$ cat src/rtl/ext_pkg.sv
// ext_pkg: shared extension-mode constants and occupancy state type
package ext_pkg;
  typedef logic [2:0] ext_mode_t;
  localparam ext_mode_t EXT_ZERO     = 3'd0;
  localparam ext_mode_t EXT_SIGN     = 3'd1;
  localparam ext_mode_t EXT_UPPER    = 3'd2;
  localparam ext_mode_t EXT_SIGN_SL2 = 3'd3;
  localparam ext_mode_t EXT_ZERO_SL2 = 3'd4;
  typedef enum logic [1:0] {OCC_EMPTY, OCC_ONE, OCC_FULL} occ_t;
endpackage

$ cat src/rtl/ext_core.sv
// ext_core: combinational immediate extender; unused modes yield zero
module ext_core import ext_pkg::*; #(
  parameter int IN_W  = 16,
  parameter int OUT_W = 32
) (
  input  logic [IN_W-1:0]  imm,
  input  ext_mode_t        mode,
  output logic [OUT_W-1:0] result
);
  logic [OUT_W-1:0] zext;
  logic [OUT_W-1:0] sext;
  // select the extension; shifts drop bits past the top of the result
  always_comb begin
    zext   = {{(OUT_W-IN_W){1'b0}}, imm};
    sext   = {{(OUT_W-IN_W){imm[IN_W-1]}}, imm};
    result = mode == EXT_ZERO     ? zext :
             mode == EXT_SIGN     ? sext :
             mode == EXT_UPPER    ? {imm, {(OUT_W-IN_W){1'b0}}} :
             mode == EXT_SIGN_SL2 ? sext << 2 :
             mode == EXT_ZERO_SL2 ? zext << 2 : '0;
  end
endmodule

$ cat src/rtl/ext_pipe.sv
// ext_pipe: registered immediate extension with 2-entry skid buffer and flush
module ext_pipe import ext_pkg::*; #(
  parameter int IN_W  = 16,
  parameter int OUT_W = 32,
  parameter int TAG_W = 5
) (
  input  logic             clk,
  input  logic             rst_n,
  input  logic             flush,
  input  logic             in_valid,
  output logic             in_ready,
  input  logic [IN_W-1:0]  in_imm,
  input  logic [2:0]       in_mode,
  input  logic [TAG_W-1:0] in_tag,
  output logic             out_valid,
  input  logic             out_ready,
  output logic [OUT_W-1:0] out_data,
  output logic [TAG_W-1:0] out_tag
);
  occ_t             state_q, state_d;
  logic [OUT_W-1:0] m_data_q, m_data_d, s_data_q, s_data_d, ext_data;
  logic [TAG_W-1:0] m_tag_q, m_tag_d, s_tag_q, s_tag_d;
  logic             accept, drain;

  ext_core #(.IN_W(IN_W), .OUT_W(OUT_W)) u_core (
    .imm    (in_imm),
    .mode   (ext_mode_t'(in_mode)),
    .result (ext_data)
  );

  assign in_ready  = state_q != OCC_FULL;
  assign out_valid = state_q != OCC_EMPTY;
  assign out_data  = m_data_q;
  assign out_tag   = m_tag_q;
  assign accept    = in_valid & in_ready;
  assign drain     = out_valid & out_ready;

  // occupancy transitions; S only fills while M is stalled, and flush overrides all
  always_comb begin
    state_d  = state_q;
    m_data_d = m_data_q;
    m_tag_d  = m_tag_q;
    s_data_d = s_data_q;
    s_tag_d  = s_tag_q;
    case (state_q)
      OCC_EMPTY: if (accept) begin
        state_d  = OCC_ONE;
        m_data_d = ext_data;
        m_tag_d  = in_tag;
      end
      OCC_ONE: if (accept && drain) begin
        m_data_d = ext_data;
        m_tag_d  = in_tag;
      end else if (accept) begin
        state_d  = OCC_FULL;
        s_data_d = ext_data;
        s_tag_d  = in_tag;
      end else if (drain) begin
        state_d  = OCC_EMPTY;
      end
      OCC_FULL: if (drain) begin
        state_d  = OCC_ONE;
        m_data_d = s_data_q;
        m_tag_d  = s_tag_q;
      end
      default: state_d = OCC_EMPTY;
    endcase
    if (flush) state_d = OCC_EMPTY;
  end

  // state and payload registers; payload is left untouched by flush
  always_ff @(posedge clk or negedge rst_n) begin
    if (!rst_n) begin
      state_q  <= OCC_EMPTY;
      m_data_q <= '0;
      m_tag_q  <= '0;
      s_data_q <= '0;
      s_tag_q  <= '0;
    end else begin
      state_q  <= state_d;
      m_data_q <= m_data_d;
      m_tag_q  <= m_tag_d;
      s_data_q <= s_data_d;
      s_tag_q  <= s_tag_d;
    end
  end
endmodule

$ cat config.mk
export PLATFORM = sky130hd
export DESIGN_NAME = ext_pipe
export DESIGN_NICKNAME = d
export VERILOG_FILES = /design/src/rtl/ext_pkg.sv /design/src/rtl/ext_core.sv /design/src/rtl/ext_pipe.sv
export SDC_FILE = /design/constraint.sdc
export NUM_CORES = 1
export LEC_CHECK = 0
export ABC_AREA = 1
export BUFFER_PORTS_ARGS = -buffer_cell sky130_fd_sc_hd__buf_2
export CORE_MARGIN = 2
export CORE_UTILIZATION = 50
export DETAILED_ROUTE_END_ITERATION = 8
export HOLD_SLACK_MARGIN = 0.06
export PLACE_DENSITY = 0.72
export SYNTH_ARGS = -nofsm -noshare
export SYNTH_HDL_FRONTEND = slang
export SYNTH_SLANG_ARGS = --single-unit
$ cat constraint.sdc
create_clock -name clk -period 1.6 [get_ports clk]
set_input_delay 0.16 -clock clk [delete_from_list [all_inputs] [get_ports clk]]
set_output_delay 0.16 -clock clk [all_outputs]
set_load 0.01 [all_outputs]
== Word-level counts from Yosys, hierarchy flattened ==
Cells that the tools add are included.

* Equality and inequality tests: 14
* Mux-type cells: 20
* Reduce and logical (&&, ||, !) cells: 8
* Bitwise logic cells: 3

{| class="wikitable"
|+ Operator list
! kind !! number
|-
| 2-to-1 mux 32 bit || 7
|-
| case mux 32 bit (3 select lines) || 1
|-
| 2-to-1 mux 18 bit || 1
|-
| 2-to-1 mux 5 bit || 3
|-
| case mux 5 bit (3 select lines) || 1
|-
| 2-to-1 mux 2 bit || 6
|-
| != test 3 bit, second input constant || 3
|-
| != test 2 bit, second input constant || 4
|-
| AND reduction 4 bit || 2
|-
| == test 3 x 2 -> 1 bit, second input constant || 2
|-
| case mux 2 bit (3 select lines) || 1
|-
| != test 4 bit, second input constant || 1
|-
| == test 3 x 1 -> 1 bit, second input constant || 1
|-
| == test 3 bit, second input constant || 1
|-
| zero test 3 bit || 1
|-
| AND reduction 3 bit || 1
|-
| nonzero test 3 bit || 1
|-
| AND 1 bit || 2
|-
| == test 2 x 1 -> 1 bit, second input constant || 1
|-
| == test 2 bit, second input constant || 1
|-
| zero test 2 bit || 1
|-
| nonzero test 2 bit || 1
|-
| logical AND 1 bit || 1
|-
| inverter 1 bit || 1
|}

* Word-level logic and storage cells: 50
* Register bits: 76
* Input port bits: 29
* Output and inout bits: 39

== Logic depth before layout (Yosys ltp) ==
Gate-level depths: netlist of run 1.

* Word-level depth: 8
* Mapped depth: 10
* Gate-level depth less buffers: 9

== Modules after synthesis ==
From an unflattened synthesis of run 1, not the netlist that was laid out.

* Cells, all modules: 529
* Area total of the unflattened synthesis: 3945.0 sq um

{| class="wikitable"
|+ Modules (own cells, without submodules)
! module !! instances !! sequential area each (sq um) !! cells each !! area each (sq um)
|-
| ext_pipe || 1 || 1901.8 || 423 || 3370.7
|-
| ext_core || 1 || 0.0 || 106 || 574.3
|}

== Worst setup path after synthesis of run 1 ==
OpenSTA, ideal clock, no wires.

* Path kind: reg-to-reg
* Start: register state_q[1]
* End: register m_data_q[26], in the netlist out_data[26]
* Stages on the path, launching flop included: 10
* Buffers on the path: 1
* Arrival: 1.181 ns
* Period minus slack after synthesis: 1.298 ns
* Data required time: 1.484 ns
* Setup time: 0.116 ns
* Slack: 0.302 ns
* Cells stage by stage: dfrtp_1 inv_2 nor2_4 inv_2 nand2_1 o21ai_2 buf_2 nor2_1 nand2_1 nand2_1

* Cells in the longest elaborated chain, start to end: 5
* Elaborated cells on any way between the ends: 14
* Classes of those cells: 6 x eq/ne; 1 x mux; 2 x bitwise; 5 x reduce/logical

{| class="wikitable"
|+ Ends and longest elaborated chain
! element !! line !! source
|-
| start, declared || ext_pipe.sv:20 || <nowiki>occ_t state_q, state_d;</nowiki>
|-
| start signal, assigned || ext_pipe.sv:80 || <nowiki>state_q <= state_d;</nowiki>
|-
| != test 2 bit or nonzero test 2 bit (tied branches) || ext_pipe.sv:31, ext_pipe.sv:32 ||
|-
| AND 1 bit, on equally long branches || ext_pipe.sv:35, ext_pipe.sv:36 ||
|-
| logical AND 1 bit || ext_pipe.sv:51 || <nowiki>OCC_ONE: if (accept && drain) begin</nowiki>
|-
| != test 2 bit (no line) || -- ||
|-
| AND reduction 4 bit (no line) || -- ||
|-
| end signal, assigned || ext_pipe.sv:81 || <nowiki>m_data_q <= m_data_d;</nowiki>
|-
| end, declared || ext_pipe.sv:21 || <nowiki>logic [OUT_W-1:0] m_data_q, m_data_d, s_data_q, s_data_d, ext_data;</nowiki>
|}

Parallel ways exist; a longest one is shown, timed or not.
A chain may end at the register's enable or synchronous reset.

== Worst setup path after layout of run 1 ==
* Start: register state_q[1]
* End: output port in_ready

* Cells in the longest elaborated chain, start to end: 1

{| class="wikitable"
|+ Ends and longest elaborated chain
! element !! line !! source
|-
| != test 2 bit || ext_pipe.sv:31 || <nowiki>assign in_ready = state_q != OCC_FULL;</nowiki>
|-
| end, declared || ext_pipe.sv:11 || <nowiki>output logic in_ready,</nowiki>
|}

Every way passes these cells.

==> results of run 1 <==
## registers in the layout, summed over array words and instances (netlist names)
signal,cells
s_tag_q,5
out_data,32
out_tag,5
s_data_q,32
state_q,2
## metal layers
metal,GRT usage [%],up-vias
met4,7.323,0
met1,29.79,1566
met3,4.481,11
met2,33.76,85
met5,0,-
li1,-,1735
## power by group through the flow
stage | Combinational, mW | Sequential, mW | Clock (mW)
after floorplan | 0.720 | 2.67 | 0
after detailed placement | 1.25 | 2.62 | 0
after CTS | 1.27 | 2.58 | 1.68
after global placement | 1.21 | 2.60 | 0
final | 1.25 | 2.58 | 1.66
after global routing | 1.42 | 2.63 | 1.76
## worst max-delay path: stages, from the launching register on
cell     delay, ns
dfrtp_1       0.42
inv_2         0.11
nor2_4        0.04
inv_2         0.07
buf_12        0.20
buf_2         0.16
## through the flow
stage	util (%)	worst slack (ns)
after floorplan	-	0.3023
after global routing	61.58	0.003414
after global placement	58.03	0.2007
final	61.58	0.07846
after detailed placement	58.03	0.09770
after CTS	61.48	0.01700
## repair_timing
item | in CTS | in global routing
endpoints found under the setup margin | 1 | 14
endpoints found under the hold margin | 77 | 0
resized for setup | 2 | 3
cloned | 0 | 0
pin swaps | 0 | 0
hold buffers | 2 | 0
## final cells by class
| class | count | area [um^2] |
|---|---|---|
| clock buffer | 11 | 141.4 |
| clock inverter | 5 | 83.83 |
| fill | 685 | 2816 |
| inverter | 35 | 133.9 |
| multi-input combinational | 372 | 1647 |
| sequential | 76 | 1902 |
| tap | 99 | 123.9 |
| timing repair buffer | 79 | 483.0 |
## kinds of logic after synthesis
kind of cell / share of synthesized area (%)
and+or+nand+nor: 29.12
AOI/OAI and AO/OA: 13.69
DFF: 49.67
buffers and inverters: 7.516
## how the worst max path moves through the flow
stage / from / endpoint / slack (ns) / cells after the start
after floorplan: state_q[1]$_DFFE_PN0P_ / out_data[26]$_DFFE_PN0P_ / 0.30 / 9
after CTS: state_q[1]$_DFFE_PN0P_ / in_ready / 0.02 / 5
final: state_q[1]$_DFFE_PN0P_ / in_ready / 0.08 / 5
after global routing: state_q[1]$_DFFE_PN0P_ / in_ready / 0.003 / 5
after global placement: state_q[1]$_DFFE_PN0P_ / s_data_q[19]$_DFFE_PN0P_ / 0.20 / 5
after detailed placement: state_q[1]$_DFFE_PN0P_ / s_data_q[20]$_DFFE_PN0P_ / 0.1 / 5
## cells in the mapped netlist (all sizes together)
cell	n	area share (%)
nand3b	1	0.20
inv	35	3.4
nor3	1	0.42
clkbuf	6	0.59
nor2	53	5.5
dfrtp	76	50
nand2	192	19
nand4	1	0.16
a21oi	20	3.6
buf	23	3.5
o211ai	1	0.20
nand3	28	3.8
o21ai	75	9.9
==> summary.txt, run 1 <==
Outcome
  • Status: finished clean

Timing
  • Fin Hold WS: between 0.09 and 0.1 ns
  • Final Skew: ~0.006 ns
  • Setup TNS Final: 0 ns
  • Worst-Margin Slew: between 0.4 and 0.5 ns
  • Min Tclk post-route: ~1.5 ns
  • Count of final hold-check violations: 0
  • Pins Over Slew Limit: 0
  • Final Cycle Share: between 90% and 100%
  • Final setup fails: 0
  • Slew Limit Headroom: between 70 and 80%
  • Unrepaired setup endpoints after global routing: false
  • FMAX: ~660 MHz

Floorplan
  • Starting Density: 52.23%
  • Die width: 91.51 um
  • FP Rows: 31
  • Die area: about 8400 um^2
  • Die Ht: 91.51 um
  • Area of the core: 7331 um^2
  • IO Pins: 68

Pwr
  • Clock share of power: between 30% and 40%
  • Int Power: approximately 3.8 mW
  • Max rail drop VDD: approximately 730 uV
  • Switching Fraction: between 30% and 40%
  • Leakage: around 2.5 nW
  • Final Power: 5.492 mW
  • Sw Pwr: ~1.7 mW
  • Combinational share of power: a little under a quarter
  • Power per cell area: 1217 nW/um^2
  • Flop pwr share: a little under half

Worst setup path
  • Worst r2r dst: out_data[0]$_DFFE_PN0P_
  • Worst reg-to-reg path cell count: 8
  • Worst path arrival time: between 1 and 1.5 ns
  • R2r startpoint: state_q[1]$_DFFE_PN0P_
  • Nature of the critical path endpoint: output pin
  • Flop2flop setup slack: around 0.16 ns
  • Critical path data required time: ~1.4 ns
  • Worst-path fanout max: 44
  • Critical setup path kind: reg2out
  • Startpoint types: flip-flop

Route
  • Top Metal Used: met4
  • Antenna viol nets, final: 0
  • DR vias/cell: roughly 5.0
  • Routed length on met3: ~400 um
  • # DRC: 0
  • 1st-iter DRT viols: 194
  • Via count: roughly 3,400
  • Met2 wire length: ~4.3 mm
  • DR WL/cell: ~13 um
  • Routed wire length: 8.830 mm
  • M1 WL: a little over 4 mm
  • DRT Pass-1 Iters: 5

Final layout
  • Final nets: about 600
  • Area grow syn2layout: 17.91%
  • Layout cells sized above 1: approximately a fifth
  • N_diodes: 0
  • Fin area: 4514 um^2
  • Commonest cells after routing, fill and taps aside: nand2_1 (188), dfrtp_1 (76), buf_2 (66)
  • Commonest non-fill, non-tap cell in the layout: nand2_1
  • Finished Layout Cells: just under 700

Place
  • Gpl congestion: between 0.8 and 0.9
  • Port bufs: 67
  • Placed cell count: between 600 and 700
  • Placed cell area: roughly 4300 um^2
  • Post-detail-place hpwl: 6.061 mm

GRT
  • Gr usage total: 21.54%
  • Initial antenna violation count: 0
  • Largest net degree at the start of global routing: 77
  • First-pass GRT wire length: ~15 mm
  • Vias in the first global route: between 3,000 and 4,000
  • Global route overflow: 0

Hold path
  • HP Start: in_tag[4]
  • Worst hold endpoint: s_tag_q[4]$_DFFE_PN0P_
  • Hold path cells: 3
  • Hold WC Path Type: in2reg

Synth
  • Synthesis warning total: 0
  • Syn Nets: roughly 540
  • Yosys reg bits: 76
  • Syn avg cell area: around 7.5 um^2
  • Cells after synthesis: slightly above 500
  • Post-Syn Area: roughly 3800 um^2
  • Post-synthesis sequential area ratio: 49.67%
  • Count of different cell masters after synthesis: 24

Clock tree
  • H-tree level count: 3
  • Reg clk slew, reported paths: about 0.08 ns
  • Post-CTS setup buffers: 0
  • CTS root buf: clkbuf_8
  • Max clock buf depth: 2
  • TritonCTS clock tree: yes
  • Clk sinks: 76
  • Clock Latency Late Sink: 0.35 ns
  • CTS buffer count: 9

Job
  • Max Cap Viol: 0
Power figures use the tool's default switching activity.
==> inputs of run 2 (changes only) <==
==> constraint.sdc (replaced) <==
create_clock -name clk -period 1.6 [get_ports clk]
set_input_delay 0.24 -clock clk [delete_from_list [all_inputs] [get_ports clk]]
set_output_delay 0.24 -clock clk [all_outputs]
set_load 0.01 [all_outputs]
==> run 2 against run 1 <==
Against the previous run:
- clock power rose by 9.6%
- largest power group unchanged
- via count grew 2.3%
- utilization rose by 0.90 points
- sequential power is essentially flat
- sequential share of layout area down 0.61 points
- non-clock buffer count rose by 1
- sequential cell count unchanged
- total power grew 3.0%
- critical path depth unchanged
- setup slack worse by 0.025 ns
- maximum frequency down 1.6%
==> summary.txt, run 2 (synthesized netlist as in run 1, its figures left out) <==
Timing
  • FMAX: 646.8 MHz (-1.6%)
  • Final Cycle Share: 96.63% (+1.5 points)
  • Setup TNS Final: 0 ns (unchanged)
  • Slew Limit Headroom: 72.87% (+0.42 points)
  • Worst-Margin Slew: 0.4069 ns (-0.006332 ns)
  • Final setup fails: 0 (unchanged)
  • Final Skew: 0.007711 ns (+0.001558 ns)
  • Pins Over Slew Limit: 0 (unchanged)
  • Min Tclk post-route: 1.546 ns (+0.02454 ns)
  • Unrepaired setup endpoints after global routing: false
  • Count of final hold-check violations: 0 (unchanged)

Clock tree
  • CTS root buf: clkbuf_8
  • Clk sinks: 76 (unchanged)
  • Clock Latency Late Sink: 0.36 ns (about the same)
  • Max clock buf depth: 2 (unchanged)
  • Post-CTS setup buffers: 0 (unchanged)
  • CTS buffer count: 9 (unchanged)
  • Reg clk slew, reported paths: 0.07 ns (about the same)
  • TritonCTS clock tree: yes
  • H-tree level count: 3 (unchanged)

Route
  • Via count: 3,475 (+2.3%)
  • DRT Pass-1 Iters: 4 (-1)
  • DR WL/cell: 13.37 um (+2.5%)
  • 1st-iter DRT viols: 177 (-8.8%)
  • DR vias/cell: 5.125 (+2.1%)
  • Routed wire length: 9.066 mm (+2.7%)
  • # DRC: 0 (unchanged)
  • Antenna viol nets, final: 0 (unchanged)

Place
  • Post-detail-place hpwl: 5.965 mm (-1.6%)
  • Port bufs: 67 (unchanged)
  • Gpl congestion: 0.8548 (-1.3%)
  • Placed cell count: 659 (unchanged)

Floorplan
  • Die width: 91.51 um (unchanged)
  • Area of the core: 7331 um^2 (unchanged)
  • IO Pins: 68 (unchanged)
  • Starting Density: 52.23% (unchanged)
  • FP Rows: 31 (unchanged)
  • Die Ht: 91.51 um (unchanged)
  • Die area: 8373 um^2 (unchanged)

Final layout
  • N_diodes: 0 (unchanged)
  • Fillers: 670 (-2.2%)
  • Finished Layout Cells: 678 (+0.15%)
  • Area grow syn2layout: 19.64%
  • Layout cells sized above 1: 20.21% (+0.31 points)
  • Commonest non-fill, non-tap cell in the layout: nand2_1
  • Commonest cells after routing, fill and taps aside: nand2_1 (188), dfrtp_1 (76), buf_2 (66)
  • Final nets: 603 (+0.17%)

Worst setup path
  • Worst path arrival time: 1.31 ns (-0.05 ns)
  • Worst reg-to-reg path cell count: 6 (-2)
  • Slowest stage delay, CP: 0.41 ns (about the same)
  • Nature of the critical path endpoint: output pin
  • Startpoint types: flip-flop
  • R2r startpoint: state_q[1]$_DFFE_PN0P_
  • Worst-path fanout max: 11 (-75%)
  • CP top delay family: buffers and inverters
  • CP max stage cell: dfrtp_1
  • Critical setup path kind: reg2out
  • Flop2flop setup slack: 0.13 ns (-0.03 ns)
  • Critical path data required time: 1.36 ns (-0.08 ns)
  • Worst r2r dst: s_data_q[9]$_DFFE_PN0P_
  • Critical path depth: 5 (unchanged)
  • Crit-path cells: inv_2 > nor2_4 > inv_4 > buf_12 > buf_2
  • WP buf/inv: 4 (unchanged)

GRT
  • Initial antenna violation count: 0 (unchanged)
  • GRT Max-Usage Layer: met2
  • Grt met3 use: 3.402% (-1.1 points)
  • Met1 Usage GRT: 30.21% (+0.42 points)
  • Vias in the first global route: 3,234 (+6.2%)
  • Gr usage total: 22.40% (+0.87 points)
  • Largest net degree at the start of global routing: 77 (unchanged)
  • Global route overflow: 0 (unchanged)
  • GRT met2 Usage: 35.42% (+1.7 points)
  • First-pass GRT wire length: 15.01 mm (+3.1%)

Hold path
  • Hold WC Path Type: in2reg
  • HP Start: flush
  • Worst hold endpoint: state_q[1]$_DFFE_PN0P_
  • Hold path cells: 2 (-1)

Pwr
  • Flop pwr share: 45.5% (-1.5 points)
  • Leakage: 2.560 nW (+2.0%)
  • Clock share of power: 32.2% (+2.0 points)
  • Sw Pwr: 1.690 mW (-1.8%)
  • Combinational share of power: 22.3% (-0.5 points)
  • Power per cell area: 1235 nW/um^2 (+1.5%)
  • Switching Fraction: 29.87% (-1.5 points)
  • Int Power: 3.968 mW (+5.2%)
  • Final Power: 5.659 mW (+3.0%)
  • Max rail drop VDD: 515.5 uV (-29%)

Outcome
  • Status: finished clean

Job
  • Max Cap Viol: 0 (unchanged)
-- run 2: cell count changes in the layout (fill, tap and decap cells not counted), sizes merged --
| cell | delta |
|---|---|
| clkinv | +1 |
| clkbuf | +2 |
| dlygate4sd3 | -1 |
| clkinvlp | -2 |
| bufinv | +1 |
| inv | -1 |
| bufbuf | +1 |
-- run 2: area by class of cell --
cell class              count  area [um^2]  area share [%]
clock inverters             4        95.09           2.076
inverters                  35        136.4           2.977
multi-input cells         372         1647           35.95
well taps                  99        123.9           2.704
clock buffers              12        155.1           3.387
flip-flops and latches     76         1902           41.52
repair buffers             80        521.8           11.39
-- run 2: worst reg2reg max path: stages, from the launching register on --
cell     delay, ns
dfrtp_1       0.42
inv_2         0.10
nand2_1       0.12
nor3_4        0.19
buf_4         0.31
nand2_1       0.12
o21ai_0       0.11
-- run 2: power groups by stage --
stage / combinational (mW) / sequential (mW) / clock (mW)
2_1_floorplan: 0.720 / 2.67 / 0
3_3_place_gp: 1.20 / 2.59 / 0
4_1_cts: 1.27 / 2.58 / 1.86
6_report: 1.26 / 2.58 / 1.82
5_1_grt: 1.44 / 2.63 / 1.91
3_5_place_dp: 1.24 / 2.61 / 0
-- run 2: layer usage --
metal,vias to the layer above,part of all wire [%]
met3,20,4.4
met4,0,2.2
met2,93,48
met1,1621,45
li1,1741,-
met5,-,0
-- run 2: what timing repair did --
| action | 4_1_cts | 5_1_grt |
|---|---|---|
| cloned | 1 | 1 |
| endpoints found under the hold margin | 76 | 0 |
| hold buffers | 1 | 0 |
| setup endpoints to repair | 1 | 19 |
| resized for setup | 3 | 4 |
-- run 2: worst max-delay path by stage --
stage | startpoint | end | slack (ns)
2_1_floorplan | state_q[1]$_DFFE_PN0P_ | out_data[26]$_DFFE_PN0P_ | 0.30
4_1_cts | state_q[1]$_DFFE_PN0P_ | in_ready | 0.006
6_report | state_q[1]$_DFFE_PN0P_ | in_ready | 0.05
5_1_grt | state_q[1]$_DFFE_PN0P_ | out_data[0]$_DFFE_PN0P_ | 0.005
3_3_place_gp | state_q[1]$_DFFE_PN0P_ | state_q[1]$_DFFE_PN0P_ | 0.19
3_5_place_dp | state_q[1]$_DFFE_PN0P_ | s_data_q[20]$_DFFE_PN0P_ | 0.10
-- run 2: through the flow --
step	instance area, um^2	hold WS [ns]	worst slack [ns]	utilization [%]
after global placement	4242	0.2885	0.1874	57.86
after floorplan	3829	-0.05559	0.3023	-
after global routing	4581	0.1257	0.005123	62.49
after detailed placement	4242	0.2948	0.1017	57.86
after CTS	4547	0.1011	0.005834	62.02
final	4581	0.1037	0.05392	62.49
==> inputs of run 3 (changes only) <==
--- a/config.mk
+++ b/config.mk
@@ -7,6 +7,7 @@
 export LEC_CHECK = 0
 export ABC_AREA = 1
 export BUFFER_PORTS_ARGS = -buffer_cell sky130_fd_sc_hd__buf_2
+export CORE_ASPECT_RATIO = 1.5
 export CORE_MARGIN = 2
 export CORE_UTILIZATION = 50
 export DETAILED_ROUTE_END_ITERATION = 8
==> run 3 against run 2 <==
Against the previous run:
- clock skew shrank 0.0032 ns
- clock power up 13%
- sequential power about the same
- total power grew 5.3%
- utilization is 0.15 points lower
- final cell count rose by 1.6%
- via count rose by 1.2%
- non-clock buffer count is 9 higher
- maximum frequency is 1.4% higher
- highest routed layer unchanged
==> summary.txt, run 3 (synthesized netlist as in run 1, its figures left out) <==
Timing
  • Final setup fails: 0 (unchanged)
  • Worst-Margin Slew: 0.3808 ns (-0.02616 ns)
  • Slew Limit Headroom: 74.62% (+1.7 points)
  • Min Tclk post-route: 1.525 ns (-0.02086 ns)
  • Count of final hold-check violations: 0 (unchanged)
  • Pins Over Slew Limit: 0 (unchanged)
  • Final Cycle Share: 95.33% (-1.3 points)
  • Final Skew: 0.004503 ns (-0.003209 ns)
  • Setup TNS Final: 0 ns (unchanged)
  • FMAX: 655.6 MHz (+1.4%)
  • Unrepaired setup endpoints after global routing: false

Final layout
  • Area grow syn2layout: 22.35%
  • Multi-input logic area: 1649 um^2 (+0.15%)
  • Layout cells sized above 1: 21.29% (+1.1 points)
  • Commonest non-fill, non-tap cell in the layout: nand2_1
  • Finished Layout Cells: 689 (+1.6%)
  • N_diodes: 0 (unchanged)
  • Commonest cells after routing, fill and taps aside: nand2_1 (187), dfrtp_1 (76), buf_2 (66)
  • Final nets: 612 (+1.5%)
  • FF+latch area: 1902 um^2 (unchanged)
  • Fin area: 4684 um^2 (+2.3%)
  • Fillers: 707 (+5.5%)

Worst setup path
  • CP max stage cell: dfrtp_1
  • Crit-path cells: nor2_1 > inv_1 > buf_2
  • Critical path data required time: 1.36 ns (about the same)
  • Slowest stage delay, CP: 0.44 ns (+0.03 ns)
  • Startpoint types: flip-flop
  • Worst path arrival time: 1.29 ns (-0.02 ns)
  • Critical setup path kind: reg2out
  • Nature of the critical path endpoint: output pin
  • Worst-path fanout max: 4 (-7)

Clock tree
  • TritonCTS clock tree: yes
  • Max clock buf depth: 2 (unchanged)
  • CTS buffer count: 9 (unchanged)
  • CTS root buf: clkbuf_16
  • Clk sinks: 76 (unchanged)
  • Clock Latency Late Sink: 0.33 ns (-0.03 ns)
  • Reg clk slew, reported paths: 0.05 ns (-0.02 ns)
  • H-tree level count: 3 (unchanged)

Place
  • Post-detail-place hpwl: 6.106 mm (+2.4%)
  • Port bufs: 67 (unchanged)
  • Placed cell area: 4273 um^2 (+0.74%)
  • Gpl congestion: 0.8686 (+1.6%)
  • Placed cell count: 664 (+0.76%)

GRT
  • Global route overflow: 0 (unchanged)
  • First-pass GRT wire length: 14.95 mm (-0.41%)
  • Gr usage total: 23.03% (+0.63 points)
  • Vias in the first global route: 3,202 (-0.99%)
  • Largest net degree at the start of global routing: 46 (-40%)
  • Initial antenna violation count: 0 (unchanged)

Floorplan
  • IO Pins: 68 (unchanged)
  • Area of the core: 7515 um^2 (+2.5%)
  • Die Ht: 111.2 um (+21%)
  • FP Rows: 39 (+26%)
  • Die width: 75.45 um (-18%)
  • Starting Density: 50.95% (-1.3 points)
  • Die area: 8388 um^2 (+0.17%)

Route
  • # DRC: 0 (unchanged)
  • Via count: 3,518 (+1.2%)
  • Routed wire length: 9.047 mm (-0.21%)
  • Antenna viol nets, final: 0 (unchanged)
  • 1st-iter DRT viols: 237 (+34%)
  • DRT Pass-1 Iters: 4 (unchanged)
  • DR vias/cell: 5.106 (-0.38%)
  • DR WL/cell: 13.13 um (-1.8%)

Pwr
  • Leakage: 2.604 nW (+1.7%)
  • Power per cell area: 1272 nW/um^2 (+2.9%)
  • Max rail drop VDD: 758.8 uV (+47%)

Hold path
  • Hold WC Path Type: in2reg

Job
  • Max Cap Viol: 0 (unchanged)

Outcome
  • Status: finished clean
==> run 3: layer usage <==
metal | GRT usage [%] | vias to the layer above | wire [um]
met3 | 4.364 | 14 | 376
li1 | - | 1758 | -
met5 | 0 | - | 0
met2 | 35.13 | 94 | 4513
met4 | 10.41 | 0 | 225
met1 | 31.34 | 1652 | 3931
==> run 3: power breakdown <==
group          internal [mW]  switching, mW
clock                   1.33          0.726
combinational          0.521          0.799
sequential              2.37          0.212
total                   4.22           1.74
==> run 3: cell type report <==
cell class / instances / share of cell area [%]
Sequential cell: 76 / 40.60
Tap cell: 102 / 2.724
Clock buffer: 14 / 5.849
Inverter: 35 / 2.858
Multi-Input combinational cell: 372 / 35.20
Clock inverter: 1 / 0.6410
Timing Repair Buffer: 89 / 12.13
==> run 3: stage by stage <==
| stage | power [mW] | hold WS, ns | setup WS (ns) | util (%) |
|---|---|---|---|---|
| 3_3_place_gp | 3.816 | 0.1632 | 0.1428 | 56.86 |
| 6_report | 5.957 | 0.1142 | 0.07478 | 62.34 |
| 3_5_place_dp | 3.864 | 0.1677 | 0.05873 | 56.86 |
| 5_1_grt | 6.322 | 0.1146 | 0.02110 | 62.34 |
| 4_1_cts | 5.942 | 0.1090 | 0.04164 | 61.04 |
| 2_1_floorplan | 3.386 | -0.05559 | 0.3023 | - |
==> run 3: final timing paths <==
check / end / depth (start not counted) / start / slack (ns)
worst max register to register: out_data[27]$_DFFE_PN0P_ / 7 / state_q[0]$_DFFE_PN0P_ / 0.10
worst max-delay path: out_valid / 3 / state_q[0]$_DFFE_PN0P_ / 0.07
worst min-delay path: state_q[1]$_DFFE_PN0P_ / 2 / flush / 0.11
min in group asynchronous: out_data[14]$_DFFE_PN0P_ / 2 / rst_n / 0.35
worst min register to register: out_data[22]$_DFFE_PN0P_ / 2 / out_data[22]$_DFFE_PN0P_ / 0.47
max in group asynchronous: s_data_q[25]$_DFFE_PN0P_ / 3 / rst_n / 0.66
==> run 3: worst max-delay path, delay by kind of cell (launching register included) <==
kind                   cells  cell delay (ns)
and+or+nand+nor            1             0.26
buffers and inverters      2             0.25
DFF                        1             0.44
==> run 3: timing repair <==
item	in CTS	in global routing
gates resized for setup	0	5
setup endpoints to repair	0	35
hold buffers	1	0
endpoints found under the hold margin	23	0
setup buffers	0	8
